===== src/rtl/mult_host_pkg.sv =====
// Shared constants and state encoding for the multiplier sequencing front end.
package mult_host_pkg;

  localparam int OP_W            = 8;
  localparam int PROD_W          = 16;
  localparam int TIMEOUT_DEFAULT = 15;

  typedef enum logic [2:0] {
    ST_IDLE   = 3'b000,
    ST_LAUNCH = 3'b001,
    ST_WAIT   = 3'b010,
    ST_RESP   = 3'b011
  } state_t;

endpackage


===== src/rtl/mult_host_if.sv =====
// Request, response and multiplier-side signals of mult_host bundled as one interface.
interface mult_host_if;
  import mult_host_pkg::*;

  logic              req_valid;
  logic              req_ready;
  logic [OP_W-1:0]   req_a;
  logic [OP_W-1:0]   req_b;

  logic [OP_W-1:0]   mult_dataa;
  logic [OP_W-1:0]   mult_datab;
  logic              mult_start;
  logic              mult_done;
  logic [PROD_W-1:0] mult_product;

  logic              rsp_valid;
  logic              rsp_ready;
  logic [PROD_W-1:0] rsp_product;
  logic              rsp_err;

  // slave is the host block itself; master is its surrounding environment
  modport slave (
    input  req_valid, req_a, req_b, mult_done, mult_product, rsp_ready,
    output req_ready, mult_dataa, mult_datab, mult_start, rsp_valid, rsp_product, rsp_err
  );

  modport master (
    output req_valid, req_a, req_b, mult_done, mult_product, rsp_ready,
    input  req_ready, mult_dataa, mult_datab, mult_start, rsp_valid, rsp_product, rsp_err
  );

endinterface


===== src/rtl/mult_host_timer.sv =====
// Watchdog counter for the WAIT phase; expired flags the last allowed wait cycle.
module mult_host_timer
  import mult_host_pkg::*;
#(
  parameter int TIMEOUT = TIMEOUT_DEFAULT,
  parameter int TW      = 8
) (
  input  logic clk,
  input  logic reset_a,
  input  logic clr,
  input  logic en,
  output logic expired
);

  logic [TW-1:0] count;

  always_ff @(posedge clk or posedge reset_a) begin
    if (reset_a) begin
      count <= '0;
    end else if (clr) begin
      count <= '0;
    end else if (en) begin
      count <= count + TW'(1);
    end
  end

  assign expired = (count == TW'(TIMEOUT - 1));

endmodule


===== src/rtl/mult_host.sv =====
// Sequencer that feeds operand pairs to the 8x8 multiplier, pulses start, and returns the
// product (or a watchdog error) over a valid/ready response port.
module mult_host
  import mult_host_pkg::*;
#(
  parameter int TIMEOUT = TIMEOUT_DEFAULT,
  parameter int TW      = 8
) (
  input  logic       clk,
  input  logic       reset_a,
  mult_host_if.slave bus,
  output logic       busy,
  output logic [2:0] state_out
);

  state_t            state, next_state;
  logic              load_ops, cap_done, cap_err;
  logic              timer_clr, timer_en, expired;
  logic              ready_c, start_c, valid_c;
  logic [OP_W-1:0]   dataa, datab;
  logic [PROD_W-1:0] product;
  logic              err;

  mult_host_timer #(.TIMEOUT(TIMEOUT), .TW(TW)) u_timer (
    .clk     (clk),
    .reset_a (reset_a),
    .clr     (timer_clr),
    .en      (timer_en),
    .expired (expired)
  );

  always_ff @(posedge clk or posedge reset_a) begin
    if (reset_a) begin
      state <= ST_IDLE;
      busy  <= 1'b0;
    end else begin
      state <= next_state;
      busy  <= (next_state != ST_IDLE);
    end
  end

  // Handshake outputs decode only the state register, so no input reaches an output combinationally
  always_comb begin
    next_state = state;
    ready_c    = 1'b0;
    start_c    = 1'b0;
    valid_c    = 1'b0;
    load_ops   = 1'b0;
    cap_done   = 1'b0;
    cap_err    = 1'b0;
    timer_clr  = 1'b0;
    timer_en   = 1'b0;
    case (state)
      ST_IDLE: begin
        ready_c = 1'b1;
        if (bus.req_valid) begin
          load_ops   = 1'b1;
          next_state = ST_LAUNCH;
        end
      end
      ST_LAUNCH: begin
        start_c    = 1'b1;
        timer_clr  = 1'b1;
        next_state = ST_WAIT;
      end
      ST_WAIT: begin
        timer_en = 1'b1;
        if (bus.mult_done) begin
          cap_done   = 1'b1;
          next_state = ST_RESP;
        end else if (expired) begin
          cap_err    = 1'b1;
          next_state = ST_RESP;
        end
      end
      ST_RESP: begin
        valid_c = 1'b1;
        if (bus.rsp_ready) begin
          next_state = ST_IDLE;
        end
      end
      default: next_state = ST_IDLE;
    endcase
  end

  always_ff @(posedge clk or posedge reset_a) begin
    if (reset_a) begin
      dataa <= '0;
      datab <= '0;
    end else if (load_ops) begin
      dataa <= bus.req_a;
      datab <= bus.req_b;
    end
  end

  // A done in the expiry cycle takes priority in the next-state logic, so err is only set when done is absent
  always_ff @(posedge clk or posedge reset_a) begin
    if (reset_a) begin
      product <= '0;
      err     <= 1'b0;
    end else if (cap_done) begin
      product <= bus.mult_product;
      err     <= 1'b0;
    end else if (cap_err) begin
      product <= '0;
      err     <= 1'b1;
    end
  end

  assign bus.req_ready   = ready_c;
  assign bus.mult_start  = start_c;
  assign bus.rsp_valid   = valid_c;
  assign bus.mult_dataa  = dataa;
  assign bus.mult_datab  = datab;
  assign bus.rsp_product = product;
  assign bus.rsp_err     = err;
  assign state_out       = state;

endmodule


===== src/flat_wrapper.sv =====
// flat-port wrapper written by rule: the top's interface ports become plain ports
module mult_host_flat import mult_host_pkg::*;
#(
  parameter int TIMEOUT = TIMEOUT_DEFAULT,
  parameter int TW      = 8
)
  (clk, reset_a, busy, state_out, bus_req_valid, bus_req_a, bus_req_b, bus_mult_done, bus_mult_product, bus_rsp_ready, bus_req_ready, bus_mult_dataa, bus_mult_datab, bus_mult_start, bus_rsp_valid, bus_rsp_product, bus_rsp_err);
  mult_host_if bus_i ();
  input  logic clk;
  input  logic reset_a;
  output logic busy;
  output logic [2:0] state_out;
  input wire logic [$bits(bus_i.req_valid)-1:0] bus_req_valid;
  input wire logic [$bits(bus_i.req_a)-1:0] bus_req_a;
  input wire logic [$bits(bus_i.req_b)-1:0] bus_req_b;
  input wire logic [$bits(bus_i.mult_done)-1:0] bus_mult_done;
  input wire logic [$bits(bus_i.mult_product)-1:0] bus_mult_product;
  input wire logic [$bits(bus_i.rsp_ready)-1:0] bus_rsp_ready;
  output wire logic [$bits(bus_i.req_ready)-1:0] bus_req_ready;
  output wire logic [$bits(bus_i.mult_dataa)-1:0] bus_mult_dataa;
  output wire logic [$bits(bus_i.mult_datab)-1:0] bus_mult_datab;
  output wire logic [$bits(bus_i.mult_start)-1:0] bus_mult_start;
  output wire logic [$bits(bus_i.rsp_valid)-1:0] bus_rsp_valid;
  output wire logic [$bits(bus_i.rsp_product)-1:0] bus_rsp_product;
  output wire logic [$bits(bus_i.rsp_err)-1:0] bus_rsp_err;
  assign bus_i.req_valid = bus_req_valid;
  assign bus_i.req_a = bus_req_a;
  assign bus_i.req_b = bus_req_b;
  assign bus_i.mult_done = bus_mult_done;
  assign bus_i.mult_product = bus_mult_product;
  assign bus_i.rsp_ready = bus_rsp_ready;
  assign bus_req_ready = bus_i.req_ready;
  assign bus_mult_dataa = bus_i.mult_dataa;
  assign bus_mult_datab = bus_i.mult_datab;
  assign bus_mult_start = bus_i.mult_start;
  assign bus_rsp_valid = bus_i.rsp_valid;
  assign bus_rsp_product = bus_i.rsp_product;
  assign bus_rsp_err = bus_i.rsp_err;
  mult_host #(.TIMEOUT(TIMEOUT), .TW(TW)) u_core (.clk(clk), .reset_a(reset_a), .bus(bus_i), .busy(busy), .state_out(state_out));
endmodule

===== config.mk =====
export PLATFORM = sky130hd
export DESIGN_NAME = mult_host_flat
export DESIGN_NICKNAME = d
export VERILOG_FILES = /design/src/rtl/mult_host_pkg.sv /design/src/rtl/mult_host_if.sv /design/src/rtl/mult_host_timer.sv /design/src/rtl/mult_host.sv /design/src/flat_wrapper.sv
export SDC_FILE = /design/constraint.sdc
export NUM_CORES = 1
export LEC_CHECK = 0
export ABC_CLOCK_PERIOD_IN_PS = 3630
export CAP_MARGIN = 10
export CORE_MARGIN = 2
export CORE_UTILIZATION = 35
export CTS_CLUSTER_DIAMETER = 80
export DETAILED_ROUTE_END_ITERATION = 8
export GPL_ROUTABILITY_DRIVEN = 0
export PLACE_DENSITY = 0.67
export SETUP_SLACK_MARGIN = 0.2
export SYNTH_ARGS = -nofsm -noshare
export SYNTH_HDL_FRONTEND = slang
export SYNTH_SLANG_ARGS = --single-unit

===== constraint.sdc =====
create_clock -name clk -period 3.63 [get_ports clk]
set_input_delay 1.089 -clock clk [delete_from_list [all_inputs] [get_ports clk]]
set_output_delay 1.089 -clock clk [all_outputs]
set_load 0.1 [all_outputs]

==> impl_metrics.csv <==
group,metric,value,unit
final_layout,area_delta_synth_final,43.63,%
yosys,ys_warn_count,0,
yosys,ys_seq_area_share,57.58,%
worst_hold_path,whs_endpoint,"u_core.u_timer.count[7]",
power,swShare,45.49,%
worst_hold_path,min_from,"u_core.u_timer.count[7]",
power,total_power,1.826,mW
cts,postCtsResizedCells,0,
cts,post_cts_buffers,0,
yosys,syn_area_per_cell,11.30,um2
sta,finalSetupViolations,0,
floorplan,rows,27,
sta,fin_crit_sh,79.16,%
worst_setup_path,crit_path_end_kind,"primary output",
global_route,grt_pass1_wl,6865,um
detailed_routing,num_vias,1529,
run_status,outcome,"finished, final reports clean",
final_layout,nNetsFinal,287,
yosys,synthArstFlopShare,100.0,%
worst_setup_path,r2r_slack,1.61,ns
yosys,synth_edf_count,0,
global_route,overflow,0,
global_route,grt_use_total,13.93,%
power,p_clk_share,21.2,%
power,power_density,650.2,nW/um2
cts,clkLatencyLatePin,0.29,ns
cts,numCtsBuffers,5,
sta,period_needed,2.874,ns
worst_setup_path,rr_worst_depth,3,
detailed_routing,dr.pass1.iters,4,
global_route,grt_max_degree,26,
worst_hold_path,min_path_type,"flip-flop to flip-flop",
yosys,synth_common_cells,"dfrtp_1, inv_1, o21ai_0",
sta,drv_slew,0,
power,leakagePower,1.350,nW
sta,fin_ws,0.7563,ns
detailed_routing,ant_nets,0,
worst_setup_path,worst-endpoint-required,2.54,ns
cts,clockRootBuffer,"clkbuf_8",
worst_setup_path,path_buf_inv,2,
floorplan,dieWidth,78.75,um
final_layout,antenna_cells,0,
cts,cts_buffer_depth,2,
sta,whs,0.4701,ns
yosys,syn_inst,173,
power,comb_power_share,43.7,%
cts,cts_tree,"yes",
worst_setup_path,r2r_end,"u_core.u_timer.count[6]",
final_layout,fin_area,2809,um2
detailed_routing,wirelength,4348,um
power,vdd_drop_max,0.3377,mV
cts,htreeDepth,2,
yosys,ys.flop_type,"dfrtp_1",
detailed_routing,wire_per_inst,13.55,um
worst_hold_path,worstHoldPathCells,1,
yosys,synth-seq-cells,45,
yosys,ys_types,28,
yosys,synthesis.area,1956,um2
sta,tightest_slew,0.8518,ns
placed_design,place_hpwl,3102,um
yosys,synth_nets,212,
placed_design,postPlaceCellArea,2693,um2
floorplan,core_area,5439,um2
worst_setup_path,r2r_start,"u_core.state_out[2]",
power,switching_power,0.8308,mW
run,cap_viol_max_count,0,
sta,finClkSkew,0.006294,ns
power,intPower,0.9955,mW
cts,path_clk_slew,0.08,ns
detailed_routing,routed_via_density,4.763,
global_route,antenna_found_initial,0,
sta,slew_headroom,43.21,%
floorplan,ios,77,
yosys,synth_area_leaders,"dfrtp_1, mux2_2, a22oi_1",
worst_setup_path,cp.arrival,1.78,ns
floorplan,dieArea,6202,um2
worst_setup_path,crit_path_start_kind,"flip-flop",
worst_setup_path,crit_slowest_cell,"or3b_2",
detailed_routing,drt_iter0_markers,53,
worst_setup_path,path_cells,"or3b_2, inv_1, buf_4",
final_layout,layout-drive-gt1-share,29.32,%
yosys,synth_top_area_share,57.58,%
worst_setup_path,critPathTopFamily,"simple AND/OR/NAND/NOR gates",
cts,clock-sinks,45,
worst_setup_path,cpPeakStageDelay,0.62,ns
cts,cts_hold_buf,0,
floorplan,die_height,78.75,um
detailed_routing,drcViolationCount,0,
placed_design,io_buffers,76,
yosys,yosys.area.top_type,"dfrtp_1",
yosys,yosysMostFrequentCell,"dfrtp_1",
floorplan,start_util,35.96,%
sta,rsz0062_at_grt,"no",
placed_design,dpl_worst_slack,0.8763,ns
sta,hold_viol,0,
global_route,grt_pass1_vias,1477,
sta,maxClockFrequency,348.0,MHz
sta,setup-tns-final,0,ns
worst_setup_path,critical_path_class,"flip-flop to primary output",
worst_setup_path,cp_max_fo,10,
power,seqPwrFrac,35.1,%
-- state kept, by name, summed over array words and instances, names as in the netlist --
name,cells
u_core.bus.mult_datab,8
u_core.bus.rsp_product,16
u_core.state_out,3
u_core.bus.mult_dataa,8
u_core.u_timer.count,8
u_core.busy,1
u_core.bus.rsp_err,1
-- cell families after synthesis --
logic type | share of synthesized area (%)
buffers and inverters | 6.462
flip-flops | 57.58
XOR/XNOR | 0.4479
other | 0.1918
AND/OR/NAND/NOR | 9.342
AO/OA/AOI/OAI | 12.92
multiplexers | 11.77
adder cells (fa/ha/maj) | 1.279
-- power groups by stage --
stage | clock network [mW] | registers (mW) | logic, mW
after detailed placement | 0 | 0.651 | 0.804
after CTS | 0.400 | 0.641 | 0.804
after global placement | 0 | 0.650 | 0.792
final | 0.387 | 0.641 | 0.798
after floorplan | 0 | 1.12 | 0.143
after global routing | 0.419 | 0.655 | 0.828
-- worst max path at each step --
stage,startpoint,to,depth (start not counted)
floorplan,u_core.state_out[2],bus_mult_start,4
global placement,bus_req_valid,u_core.bus.mult_datab[7],3
detailed placement,bus_req_valid,u_core.bus.mult_datab[1],3
CTS,u_core.state_out[2],bus_mult_start,3
global route,u_core.state_out[2],bus_mult_start,3
finish,u_core.state_out[2],bus_mult_start,3
-- layout by cell type, fill, tap and decap left out, types with 3 or more instances in the layout --
master	count
dfrtp_1	44
buf_4	43
clkdlybuf4s50_1	36
inv_1	19
o21ai_0	19
a22oi_1	16
mux2_2	16
nand2_1	7
clkbuf_8	6
nand3_1	5
nor3_1	5
mux2i_1	5
nand4_1	3
-- cell type report --
cell class	count	area [um2]
clock inverters	1	30.03
inverters	20	75.07
multi-input cells	97	716.9
flip-flops and latches	45	1127
fillers	520	2630
repair buffers	79	683.2
well taps	72	90.09
clock buffers	7	86.33
-- worst reg2reg max path, delay by kind of cell, from the launching register on --
| family | cells | cell delay (ns) |
|---|---|---|
| and+or+nand+nor | 2 | 1.29 |
| DFF | 1 | 0.50 |
| muxes | 1 | 0.13 |
-- metal layers --
layer / part of all wire (%) / GRT usage, % / vias up
li1: - / - / 747
met1: 47 / 17.93 / 717
met2: 43 / 22.39 / 60
met3: 8.7 / 4.886 / 5
met4: 0.87 / 3.684 / 0
met5: 0 / 0 / -
-- stage by stage --
stage | std cells | util, %
after floorplan | 173 | -
after global placement | 313 | 49.51
after detailed placement | 313 | 49.51
after CTS | 321 | 51.64
after global routing | 321 | 51.64
final | 321 | 51.64
No activity file was read; power rests on OpenSTA's default activity.
